## src/rtl/spi_host_pkg.sv

```systemverilog
// Shared types and constants for the SPI mode-0 host master.
// Holds the FSM state encoding, the pin idle/active levels and a divider-width helper.
package spi_host_pkg;

   typedef enum logic [2:0] {
      ST_IDLE,
      ST_WAIT,
      ST_SETUP,
      ST_HIGH,
      ST_LOW,
      ST_HOLD,
      ST_GAP
   } spi_state_t;

   localparam logic SCK_IDLE  = 1'b0;
   localparam logic SS_ACTIVE = 1'b0;

   // Counter width able to hold 0..clk_div-1; never narrower than one bit.
   function automatic int div_width(input int clk_div);
      return (clk_div < 2) ? 1 : $clog2(clk_div);
   endfunction

endpackage

```

## src/rtl/spi_host_tick.sv

```systemverilog
// Divider counter for the SPI host: counts 0..CLK_DIV-1 and flags the terminal count.
// Restart forces the count back to zero so every timed state starts a fresh period.
module spi_host_tick
   import spi_host_pkg::*;
#(
   parameter int CLK_DIV = 2
) (
   input  logic clk,
   input  logic rst,
   input  logic restart,
   output logic tick
);

   localparam int CW = div_width(CLK_DIV);
   localparam logic [CW-1:0] TERM = CW'(CLK_DIV - 1);

   logic [CW-1:0] cnt_reg;

   always_ff @(posedge clk) begin
      if (rst || restart || cnt_reg == TERM) begin
         cnt_reg <= '0;
      end else begin
         cnt_reg <= cnt_reg + CW'(1);
      end
   end

   assign tick = (cnt_reg == TERM);

endmodule

```

## src/rtl/spi_host_master.sv

```systemverilog
// SPI mode-0 master: turns a valid/ready word stream into framed SPI transfers.
// ss_n stays low across words until a word tagged tx_last completes; each received word pulses rx_valid.
module spi_host_master
   import spi_host_pkg::*;
#(
   parameter int CLK_DIV = 2,
   parameter int DATA_W  = 8
) (
   input  logic              clk,
   input  logic              rst,
   input  logic              tx_valid,
   output logic              tx_ready,
   input  logic [DATA_W-1:0] tx_data,
   input  logic              tx_last,
   output logic              rx_valid,
   output logic [DATA_W-1:0] rx_data,
   output logic              busy,
   output logic              sck,
   output logic              ss_n,
   output logic              mosi,
   input  logic              miso
);

   localparam int BW = (DATA_W < 2) ? 1 : $clog2(DATA_W);
   localparam logic [BW-1:0] LAST_BIT = BW'(DATA_W - 1);

   spi_state_t        state_reg;
   logic [DATA_W-1:0] tx_shift_reg;
   logic [DATA_W-1:0] tx_shift_next;
   logic [DATA_W-1:0] rx_shift_reg;
   logic [DATA_W-1:0] rx_data_reg;
   logic [BW-1:0]     bit_cnt_reg;
   logic              last_reg;
   logic              sck_reg;
   logic              ss_n_reg;
   logic              mosi_reg;
   logic              tx_ready_reg;
   logic              rx_valid_reg;
   logic              busy_reg;
   logic              tick;
   logic              restart;
   logic              handshake;

   // The divider is held at zero while waiting for data so SETUP always gets a full half-period.
   assign restart       = (state_reg == ST_IDLE) || (state_reg == ST_WAIT);
   assign handshake     = tx_valid & tx_ready_reg;
   assign tx_shift_next = tx_shift_reg << 1;

   spi_host_tick #(
      .CLK_DIV (CLK_DIV)
   ) u_tick (
      .clk     (clk),
      .rst     (rst),
      .restart (restart),
      .tick    (tick)
   );

   always_ff @(posedge clk) begin
      if (rst) begin
         state_reg    <= ST_IDLE;
         tx_shift_reg <= '0;
         rx_shift_reg <= '0;
         rx_data_reg  <= '0;
         bit_cnt_reg  <= '0;
         last_reg     <= 1'b0;
         sck_reg      <= SCK_IDLE;
         ss_n_reg     <= ~SS_ACTIVE;
         mosi_reg     <= 1'b0;
         tx_ready_reg <= 1'b0;
         rx_valid_reg <= 1'b0;
         busy_reg     <= 1'b0;
      end else begin
         rx_valid_reg <= 1'b0;
         case (state_reg)
            ST_IDLE, ST_WAIT: begin
               if (handshake) begin
                  tx_shift_reg <= tx_data;
                  last_reg     <= tx_last;
                  mosi_reg     <= tx_data[DATA_W-1];
                  bit_cnt_reg  <= '0;
                  ss_n_reg     <= SS_ACTIVE;
                  tx_ready_reg <= 1'b0;
                  busy_reg     <= 1'b1;
                  state_reg    <= ST_SETUP;
               end else begin
                  tx_ready_reg <= 1'b1;
               end
            end
            ST_SETUP, ST_LOW: begin
               if (tick) begin
                  sck_reg      <= ~SCK_IDLE;
                  rx_shift_reg <= (rx_shift_reg << 1) | DATA_W'(miso);
                  state_reg    <= ST_HIGH;
               end
            end
            ST_HIGH: begin
               if (tick) begin
                  sck_reg <= SCK_IDLE;
                  if (bit_cnt_reg == LAST_BIT) begin
                     rx_valid_reg <= 1'b1;
                     rx_data_reg  <= rx_shift_reg;
                     if (last_reg) begin
                        state_reg <= ST_HOLD;
                     end else begin
                        tx_ready_reg <= 1'b1;
                        state_reg    <= ST_WAIT;
                     end
                  end else begin
                     bit_cnt_reg  <= bit_cnt_reg + BW'(1);
                     tx_shift_reg <= tx_shift_next;
                     mosi_reg     <= tx_shift_next[DATA_W-1];
                     state_reg    <= ST_LOW;
                  end
               end
            end
            ST_HOLD: begin
               if (tick) begin
                  ss_n_reg  <= ~SS_ACTIVE;
                  state_reg <= ST_GAP;
               end
            end
            ST_GAP: begin
               if (tick) begin
                  tx_ready_reg <= 1'b1;
                  busy_reg     <= 1'b0;
                  state_reg    <= ST_IDLE;
               end
            end
            default: begin
               state_reg <= ST_IDLE;
            end
         endcase
      end
   end

   assign tx_ready = tx_ready_reg;
   assign rx_valid = rx_valid_reg;
   assign rx_data  = rx_data_reg;
   assign busy     = busy_reg;
   assign sck      = sck_reg;
   assign ss_n     = ss_n_reg;
   assign mosi     = mosi_reg;

endmodule

```

## config.mk

```make
export PLATFORM = sky130hd
export DESIGN_NAME = spi_host_master
export DESIGN_NICKNAME = d
export VERILOG_FILES = /design/src/rtl/spi_host_pkg.sv /design/src/rtl/spi_host_tick.sv /design/src/rtl/spi_host_master.sv
export SDC_FILE = /design/constraint.sdc
export NUM_CORES = 1
export LEC_CHECK = 0
export BUFFER_PORTS_ARGS = -buffer_cell sky130_fd_sc_hd__buf_2
export CAP_MARGIN = 0
export CORE_AREA = 4 4 85 67
export CTS_BUF_LIST = sky130_fd_sc_hd__clkbuf_8
export DETAILED_ROUTE_END_ITERATION = 7
export DIE_AREA = 0 0 89 71
export GPL_TIMING_DRIVEN = 0
export HOLD_SLACK_MARGIN = 0.02
export PLACE_DENSITY = 0.54
export SYNTH_ARGS = -nofsm -noshare
export SYNTH_HDL_FRONTEND = slang
export SYNTH_HIERARCHICAL = 1
export SYNTH_SLANG_ARGS = --single-unit
```

## constraint.sdc

```tcl
create_clock -name clk -period 1.8 [get_ports clk]
set_input_delay 0.09 -clock clk [delete_from_list [all_inputs] [get_ports clk]]
set_output_delay 0.09 -clock clk [all_outputs]
set_load 0.01 [all_outputs]
```

==> flow_metrics.tcl, run 1 <==
set metrics [dict create \
    nets 216 \
    clockRootBuffer "clkbuf_8" \
    die_h_um 71 \
    status "finished, final reports clean" \
    cts_buffers 5 \
    synth_fp_nets 182 \
    overflow 0 \
    grt_usage 0.107 \
    ys_types 37 \
    core_area_um2 4820 \
    synth_ff_type "dfxtp_1" \
    gp_congestion 0.707 \
    cts_sinks 37 \
    initial_core_util 0.343 \
    synthCells 167 \
    dp_cells 253 \
    drv_slew 0 \
    relSlewSlack 0.600 \
    crit_path_cell_trace "ha_1 > ha_1 > nand4_1 > buf_2 > mux2i_1 > nor2_1" \
    dieArea_um2 6320 \
    io_pins 27 \
    power_leakage_nw 0.962 \
    end_kind "register" \
    slowest_stage "dfxtp_1" \
    vias 1222 \
    ant_nets 0 \
    clock_path_buffers 2 \
    ys_ff_latch 37 \
    synth_most_common_cell "dfxtp_1" \
    area_growth_syn_to_layout_pct 18.8 \
    fmax_ghz 0.622 \
    netlist.area_leader.share 0.448 \
    cts.clk_slew.worst_paths_ns 0.08 \
    antenna_found_initial 0 \
    synthArstFlopShare 0 \
    ir_drop_v 0.000528 \
    critPathBufInv 1 \
    hold_viol_final 0 \
    drt-total-wl_um 3190 \
    seqCellArea_um2 741 \
    synth_area_per_cell_um2 9.90 \
    syn_area_um2 1650 \
    r2r_slack_ns 0.19 \
    finalSetupTns_ns 0 \
    synthTopCellsByCount "dfxtp_1, nor2_1, mux2i_1, clkbuf_1" \
    fillCellCount 482 \
    crit_fanout 9 \
    power_density_nw_per_um2 845 \
    drc 0 \
    synth.area.top_cells "dfxtp_1, mux2i_1, nor2_1, a211oi_1, a211oi_2" \
    synth_warnings 6 \
    worst_hold_slack_ns 0.0536 \
    multi_input_area_um2 801 \
    first_pass_iters 5 \
    clk_latency_ns 0.29 \
    grt_pass1_vias 1136 \
    critPathTopFamily "adder cells" \
    cp-start-kind "register" \
    path_class "register to register" \
    tightestPinTransition_ns 0.600 \
    cts_setup_buffers 0 \
    period_share 0.893 \
    max_stage_delay_ns 0.33 \
    setup_violations 0 \
    die_w_um 89 \
    yosysSeqAreaShare 0.448 \
    finalCriticalPeriod_ns 1.61 \
    finClkSkew_ns 0.00568 \
    worstPathRequired_ns 1.96 \
    cap_violations 0 \
    cp.arrival_ns 1.77 \
    utilization 0.408 \
    grt_pass1_wl_um 5340 \
    stdcell_count 262 \
    synth_edf_count 0 \
    drive_gt1_frac 0.267 \
    grt_max_degree 13 \
    num_antenna_cells 0 \
    rsz0062_at_grt "no" \
    htreeDepth 2 \
    dpl.hpwl_um 2260 \
    cpMostUsedCell "ha_1" \
    port-buffer-count 26 \
    synth_top_area_cell "dfxtp_1" \
    viasPerCell 4.66 \
    hold_class "input pin to register" \
    detail_route.iter0.violations 31 \
    wl_per_cell_um 12.2 \
    rows 22 \
    power_mw 1.66 \
    cts_tree "done" \
]
[cell type report]
cell class / count / share of cell area
inverters: 5 / 0.00955
plain buffers: 14 / 0.0477
well taps: 60 / 0.0382
clock inverters: 2 / 0.00700
repair buffers: 27 / 0.0713
multi-input cells: 111 / 0.407
flip-flops and latches: 37 / 0.377
clock buffers: 6 / 0.0420
[per-layer routing]
layer | share of wire | up-vias | global-route usage
li1 | - | 639 | -
met1 | 0.55 | 550 | 0.164
met2 | 0.38 | 28 | 0.143
met3 | 0.054 | 5 | 0.0349
met4 | 0.015 | 0 | 0.0264
met5 | 0 | - | 0
[what timing repair did]
| action | 4_1_cts | 5_1_grt |
|---|---|---|
| hold buffers | 1 | 0 |
| endpoints found under the hold margin | 1 | 0 |
| gates resized for setup | 0 | 0 |
[metrics by stage]
step                area, µm²  setup WS [ns]
CTS                      1970          0.179
global route             1970         0.0509
global placement         1860          0.184
finish                   1970          0.192
detailed placement       1860          0.189
floorplan                1650          0.362
[worst reg2reg max path, stage by stage (launching register included)]
cell and delay (ns):
dfxtp_1 0.33, ha_1 0.20, ha_1 0.28, nand4_1 0.13, buf_2 0.28, mux2i_1 0.22
nor2_1 0.05
[worst paths after layout]
path                       start               to  cells past startpoint
setup / recovery  bit_cnt_reg[0]       rx_data[7]                      6
hold reg to reg      u_tick/tick      u_tick/tick                      1
setup reg to reg  bit_cnt_reg[0]       rx_data[7]                      6
hold / removal              miso  rx_shift_reg[0]                      3
[where the power goes]
part           internal, mW  leakage, nW  switching, mW
clock network         0.310       0.0512          0.304
registers             0.849        0.300         0.0194
logic                0.0851        0.611         0.0925
[placed cells by master (no fill, tap or decap), types with 4 or more instances in the layout]
cell       n
inv_1      5
nor2b_1    5
clkbuf_1   6
dfxtp_1   37
a21oi_1    4
buf_2     30
o21ai_0    4
mux2i_1   29
a211oi_1   5
clkbuf_8   6
nor2_1    33
[kinds of logic (layout without fill, tap and decap cells)]
family	count (synthesis)	count (layout)	synth area share
DFF	37	37	0.448
buffers and inverters	19	54	0.0681
xor gates and xnor gates	1	1	0.00530
muxes	29	29	0.175
adders and majority gates	2	2	0.0151
and+or+nand+nor	57	57	0.179
AOI/OAI and AO/OA	22	22	0.110
Power figures use the tool's default switching activity.
==> run 2, diff against run 1 <==
--- a/config.mk
+++ b/config.mk
@@ -7,13 +7,14 @@
 export LEC_CHECK = 0
 export BUFFER_PORTS_ARGS = -buffer_cell sky130_fd_sc_hd__buf_2
 export CAP_MARGIN = 0
-export CORE_AREA = 4 4 85 67
+export CORE_AREA = 4 4 80 63
 export CTS_BUF_LIST = sky130_fd_sc_hd__clkbuf_8
 export DETAILED_ROUTE_END_ITERATION = 7
-export DIE_AREA = 0 0 89 71
+export DIE_AREA = 0 0 84 67
 export GPL_TIMING_DRIVEN = 0
 export HOLD_SLACK_MARGIN = 0.02
-export PLACE_DENSITY = 0.54
+export MAX_ROUTING_LAYER = met4
+export PLACE_DENSITY = 0.6
 export SYNTH_ARGS = -nofsm -noshare
 export SYNTH_HDL_FRONTEND = slang
 export SYNTH_HIERARCHICAL = 1
==> run 2 against run 1 <==
Hold slack worse by 0.0059 ns; count of clock-buffer cells in the layout is 1 higher; critical path depth stayed put; clock power is 2% higher; global-route usage rose by 1.8 points; non-clock buffer count unchanged; flip-flop and latch count did not move; via count up 0.41%; power up 0.83%; sequential share of layout area about the same; critical endpoint is now rx_data[5]; largest cell class unchanged.
==> flow_metrics.tcl, run 2 (synthesis results as in run 1) <==
set metrics [dict create \
    status "finished, final reports clean" \
    cts_setup_buffers 0 \
    drv_slew 0 \
    finalSetupTns_ns 0 \
    worstPathRequired_ns 1.96 \
    gp_congestion 0.745 \
    drc 0 \
    first_pass_iters 4 \
    dp_slack_ns 0.172 \
    worst_hold_slack_ns 0.0477 \
    setup_violations 0 \
    cp-start-kind "register" \
    hold_viol_final 0 \
    htreeDepth 2 \
    dpl.hpwl_um 2240 \
    nets 216 \
    dieArea_um2 5630 \
    min_path_cells 3 \
    relSlewSlack 0.612 \
    drive_gt1_frac 0.267 \
    port-buffer-count 26 \
    initial_core_util 0.384 \
    die_w_um 84 \
    num_antenna_cells 0 \
    cts_buffers 5 \
    cts_sinks 37 \
    wl_per_cell_um 11.9 \
    overflow 0 \
    viasPerCell 4.74 \
    antenna_found_initial 0 \
    fillCellCount 447 \
    finClkSkew_ns 0.00604 \
    grt_pass1_vias 1163 \
    seqCellArea_um2 741 \
    cts.clk_slew.worst_paths_ns 0.07 \
    end_kind "register" \
    cts_tree "done" \
    core_area_um2 4310 \
    vias 1227 \
    multi_input_area_um2 801 \
    hold_class "input pin to register" \
    rows 21 \
    finalCriticalPeriod_ns 1.62 \
    grt_max_degree 12 \
    period_share 0.899 \
    clk_latency_ns 0.28 \
    clock_path_buffers 2 \
    tightestPinTransition_ns 0.582 \
    cts_resized 0 \
    fin_ws_ns 0.181 \
    cp.arrival_ns 1.78 \
    die_h_um 67 \
    power_leakage_nw 0.965 \
    r2r_cells 6 \
    final_cell_mix "dfxtp_1, nor2_1, buf_2, mux2i_1, clkbuf_8" \
    path_class "register to register" \
    final_common_cell "dfxtp_1" \
    power_density_nw_per_um2 851 \
    grt_pass1_wl_um 5390 \
    grt_usage 0.126 \
    utilization 0.456 \
    fmax_ghz 0.618 \
    ant_nets 0 \
    area_growth_syn_to_layout_pct 18.9 \
    crit_fanout 9 \
    drt-total-wl_um 3090 \
    ir_drop_v 0.000379 \
    rsz0062_at_grt "no" \
    detail_route.iter0.violations 54 \
    clockRootBuffer "clkbuf_8" \
    io_pins 27 \
    cap_violations 0 \
]
[run 2: changes by cell type in the layout (fill, tap and decap cells not counted), sizes merged]
cell,before,now
clkinv,2,1
clkbuf,13,14
[run 2: layout make-up]
class,instances,share of cell area
flip-flops and latches,37,0.377
clock buffers,7,0.0490
repair buffers,27,0.0712
plain buffers,14,0.0477
well taps,57,0.0363
clock inverters,1,0.00254
inverters,5,0.00954
multi-input cells,111,0.407
[run 2: path summary, 6_finish.rpt]
path | slack (ns) | startpoint | endpoint
setup / recovery | 0.18 | bit_cnt_reg[0] | rx_data[5]
hold / removal | 0.05 | miso | rx_shift_reg[0]
setup reg to reg | 0.18 | bit_cnt_reg[0] | rx_data[5]
hold reg to reg | 0.41 | u_tick/tick | u_tick/tick
[run 2: report_power, final]
group	leakage (nW)	switching, mW	internal (mW)
Sequential	0.300	0.0186	0.849
Clock	0.0542	0.284	0.346
Combinational	0.611	0.0917	0.0851
Total	0.965	0.394	1.28
[run 2: repair_timing]
| action | 4_1_cts | 5_1_grt |
|---|---|---|
| endpoints found under the hold margin | 1 | 0 |
| hold buffers | 1 | 0 |
| endpoints found under the setup margin | 0 | 0 |
[run 2: critical path, cell delays in order, from the launching register on]
cell and delay, ns:
dfxtp_1 0.32, ha_1 0.20, ha_1 0.30, nand4_1 0.13, buf_2 0.27, mux2i_1 0.22
nor2_1 0.05
[run 2: routing by layer]
layer / vias to the layer above / track usage / routed length, µm
met1: 551 / 0.169 / 1610
li1: 642 / - / -
met2: 30 / 0.176 / 1280
met4: 0 / 0.0542 / 38
met3: 4 / 0.0358 / 159
met5: - / - / 0
[run 2: stage by stage]
stage               instances  cell area (µm²)  power (mW)
finish                    259             1970        1.67
global route              259             1970        1.75
CTS                       259             1970        1.70
detailed placement        250             1860        1.07
global placement          250             1860        1.06
floorplan                 167             1650        1.01
==> run 3, diff against run 2 <==
==> constraint.sdc (replaced) <==
create_clock -name clk -period 1.8 [get_ports clk]
set_input_delay 0.18 -clock clk [delete_from_list [all_inputs] [get_ports clk]]
set_output_delay 0.18 -clock clk [all_outputs]
set_load 0.01 [all_outputs]
==> run 3 against run 2 <==
Clock skew about the same; highest routed layer unchanged; die area unchanged; worst setup slack about the same; critical endpoint unchanged; sequential share of layout area increased by 0.19 points; utilization decreased by 0.23 points; cell area decreased by 0.51%.
==> flow_metrics.tcl, run 3 (synthesis results as in run 1) <==
set metrics [dict create \
    drive_gt1_frac 0.269 \
    area_growth_syn_to_layout_pct 18.3 \
    finClkSkew_ns 0.00602 \
    cp-start-kind "register" \
    cts_resized 0 \
    power_density_nw_per_um2 855 \
    period_share 0.899 \
    die_w_um 84 \
    ctsHoldBuffers 0 \
    io_pins 27 \
    worst_hold_slack_ns 0.0648 \
    sw_frac_of_total 0.236 \
    dp_slack_ns 0.172 \
    clockRootBuffer "clkbuf_8" \
    path_class "register to register" \
    htreeDepth 2 \
    final_common_cell "dfxtp_1" \
    dpl.hpwl_um 2240 \
    end_kind "register" \
    viasPerCell 4.73 \
    detail_route.iter0.violations 57 \
    die_h_um 67 \
    fmax_ghz 0.618 \
    gp_congestion 0.745 \
    worstPathRequired_ns 1.96 \
    grt_usage 0.126 \
    drc 0 \
    r2r_cells 6 \
    tightestPinTransition_ns 0.587 \
    cp.arrival_ns 1.78 \
    status "finished, final reports clean" \
    finalCriticalPeriod_ns 1.62 \
    finalSetupTns_ns 0 \
    min_path_cells 2 \
    relSlewSlack 0.608 \
    rows 21 \
    antenna_found_initial 0 \
    dieArea_um2 5630 \
    cts_sinks 37 \
    cts_setup_buffers 0 \
    clock_path_buffers 2 \
    grt_max_degree 12 \
    power_frac_comb 0.105 \
    port-buffer-count 26 \
    fin_ws_ns 0.181 \
    grt_pass1_vias 1162 \
    clockPowerShare 0.377 \
    core_area_um2 4310 \
    ant_nets 0 \
    vias 1220 \
    cap_violations 0 \
    hold_viol_final 0 \
    power_leakage_nw 0.961 \
    overflow 0 \
    rsz0062_at_grt "no" \
    r2r_start "bit_cnt_reg[0]" \
    setup_violations 0 \
    fillCellCount 448 \
    power_mw 1.67 \
    crit_fanout 9 \
    wl_per_cell_um 12.0 \
    cts_tree "done" \
    first_pass_iters 4 \
    r2r-end "rx_data[5]" \
    drv_slew 0 \
    nets 215 \
    grt_pass1_wl_um 5380 \
    clk_latency_ns 0.28 \
    whs_endpoint "u_tick/tick" \
    final_cell_mix "dfxtp_1, nor2_1, buf_2, mux2i_1, clkbuf_8" \
    r2r_slack_ns 0.18 \
    multi_input_area_um2 801 \
    cts.clk_slew.worst_paths_ns 0.07 \
    power.switching_mw 0.394 \
    cts_buffers 5 \
    seqCellArea_um2 741 \
    drt-total-wl_um 3090 \
    hold_class "input pin to register" \
    seq_power_share 0.519 \
    min_from "rst" \
    num_antenna_cells 0 \
    utilization 0.454 \
    ir_drop_v 0.000380 \
    p_int_mw 1.28 \
    initial_core_util 0.384 \
]
==> run 3: through the flow <==
stage	cells	cell area, µm²
CTS	258	1960
detailed placement	250	1860
finish	258	1960
global placement	250	1860
global route	258	1960
floorplan	167	1650
==> run 3: routing by layer <==
| layer | track usage | up-vias | wire length [µm] |
|---|---|---|---|
| li1 | - | 639 | - |
| met1 | 0.169 | 554 | 1640 |
| met2 | 0.176 | 23 | 1280 |
| met3 | 0.0358 | 4 | 135 |
| met4 | 0.0542 | 0 | 35 |
| met5 | - | - | 0 |
==> run 3: final cells by class <==
class / instances / area share
Tap cell: 57 / 0.0364
Sequential cell: 37 / 0.379
Timing Repair Buffer: 26 / 0.0665
Clock buffer: 7 / 0.0492
Multi-Input combinational cell: 111 / 0.409
Clock inverter: 1 / 0.00256
Buffer: 14 / 0.0480
Inverter: 5 / 0.00959
==> run 3: power by group through the flow <==
stage / clock [mW] / sequential [mW] / combinational [mW]
after floorplan: 0 / 0.889 / 0.124
after CTS: 0.654 / 0.868 / 0.179
after global placement: 0 / 0.887 / 0.176
final: 0.630 / 0.868 / 0.175
after global routing: 0.682 / 0.872 / 0.196
after detailed placement: 0 / 0.887 / 0.178
==> run 3: worst max-delay path by stage <==
stage	startpoint	cells past startpoint	slack, ns	end
after floorplan	bit_cnt_reg[0]	6	0.36	rx_data[0]
after global routing	bit_cnt_reg[0]	6	0.03	rx_data[5]
after detailed placement	bit_cnt_reg[0]	6	0.17	rx_data[1]
after CTS	bit_cnt_reg[0]	6	0.16	rx_data[5]
final	bit_cnt_reg[0]	6	0.18	rx_data[5]
after global placement	bit_cnt_reg[0]	6	0.19	rx_data[0]
==> run 3: worst max-delay path, cell delays in order (launching register included) <==
cell     delay [ns]
dfxtp_1        0.32
ha_1           0.20
ha_1           0.30
nand4_1        0.13
buf_2          0.27
mux2i_1        0.22
nor2_1         0.05
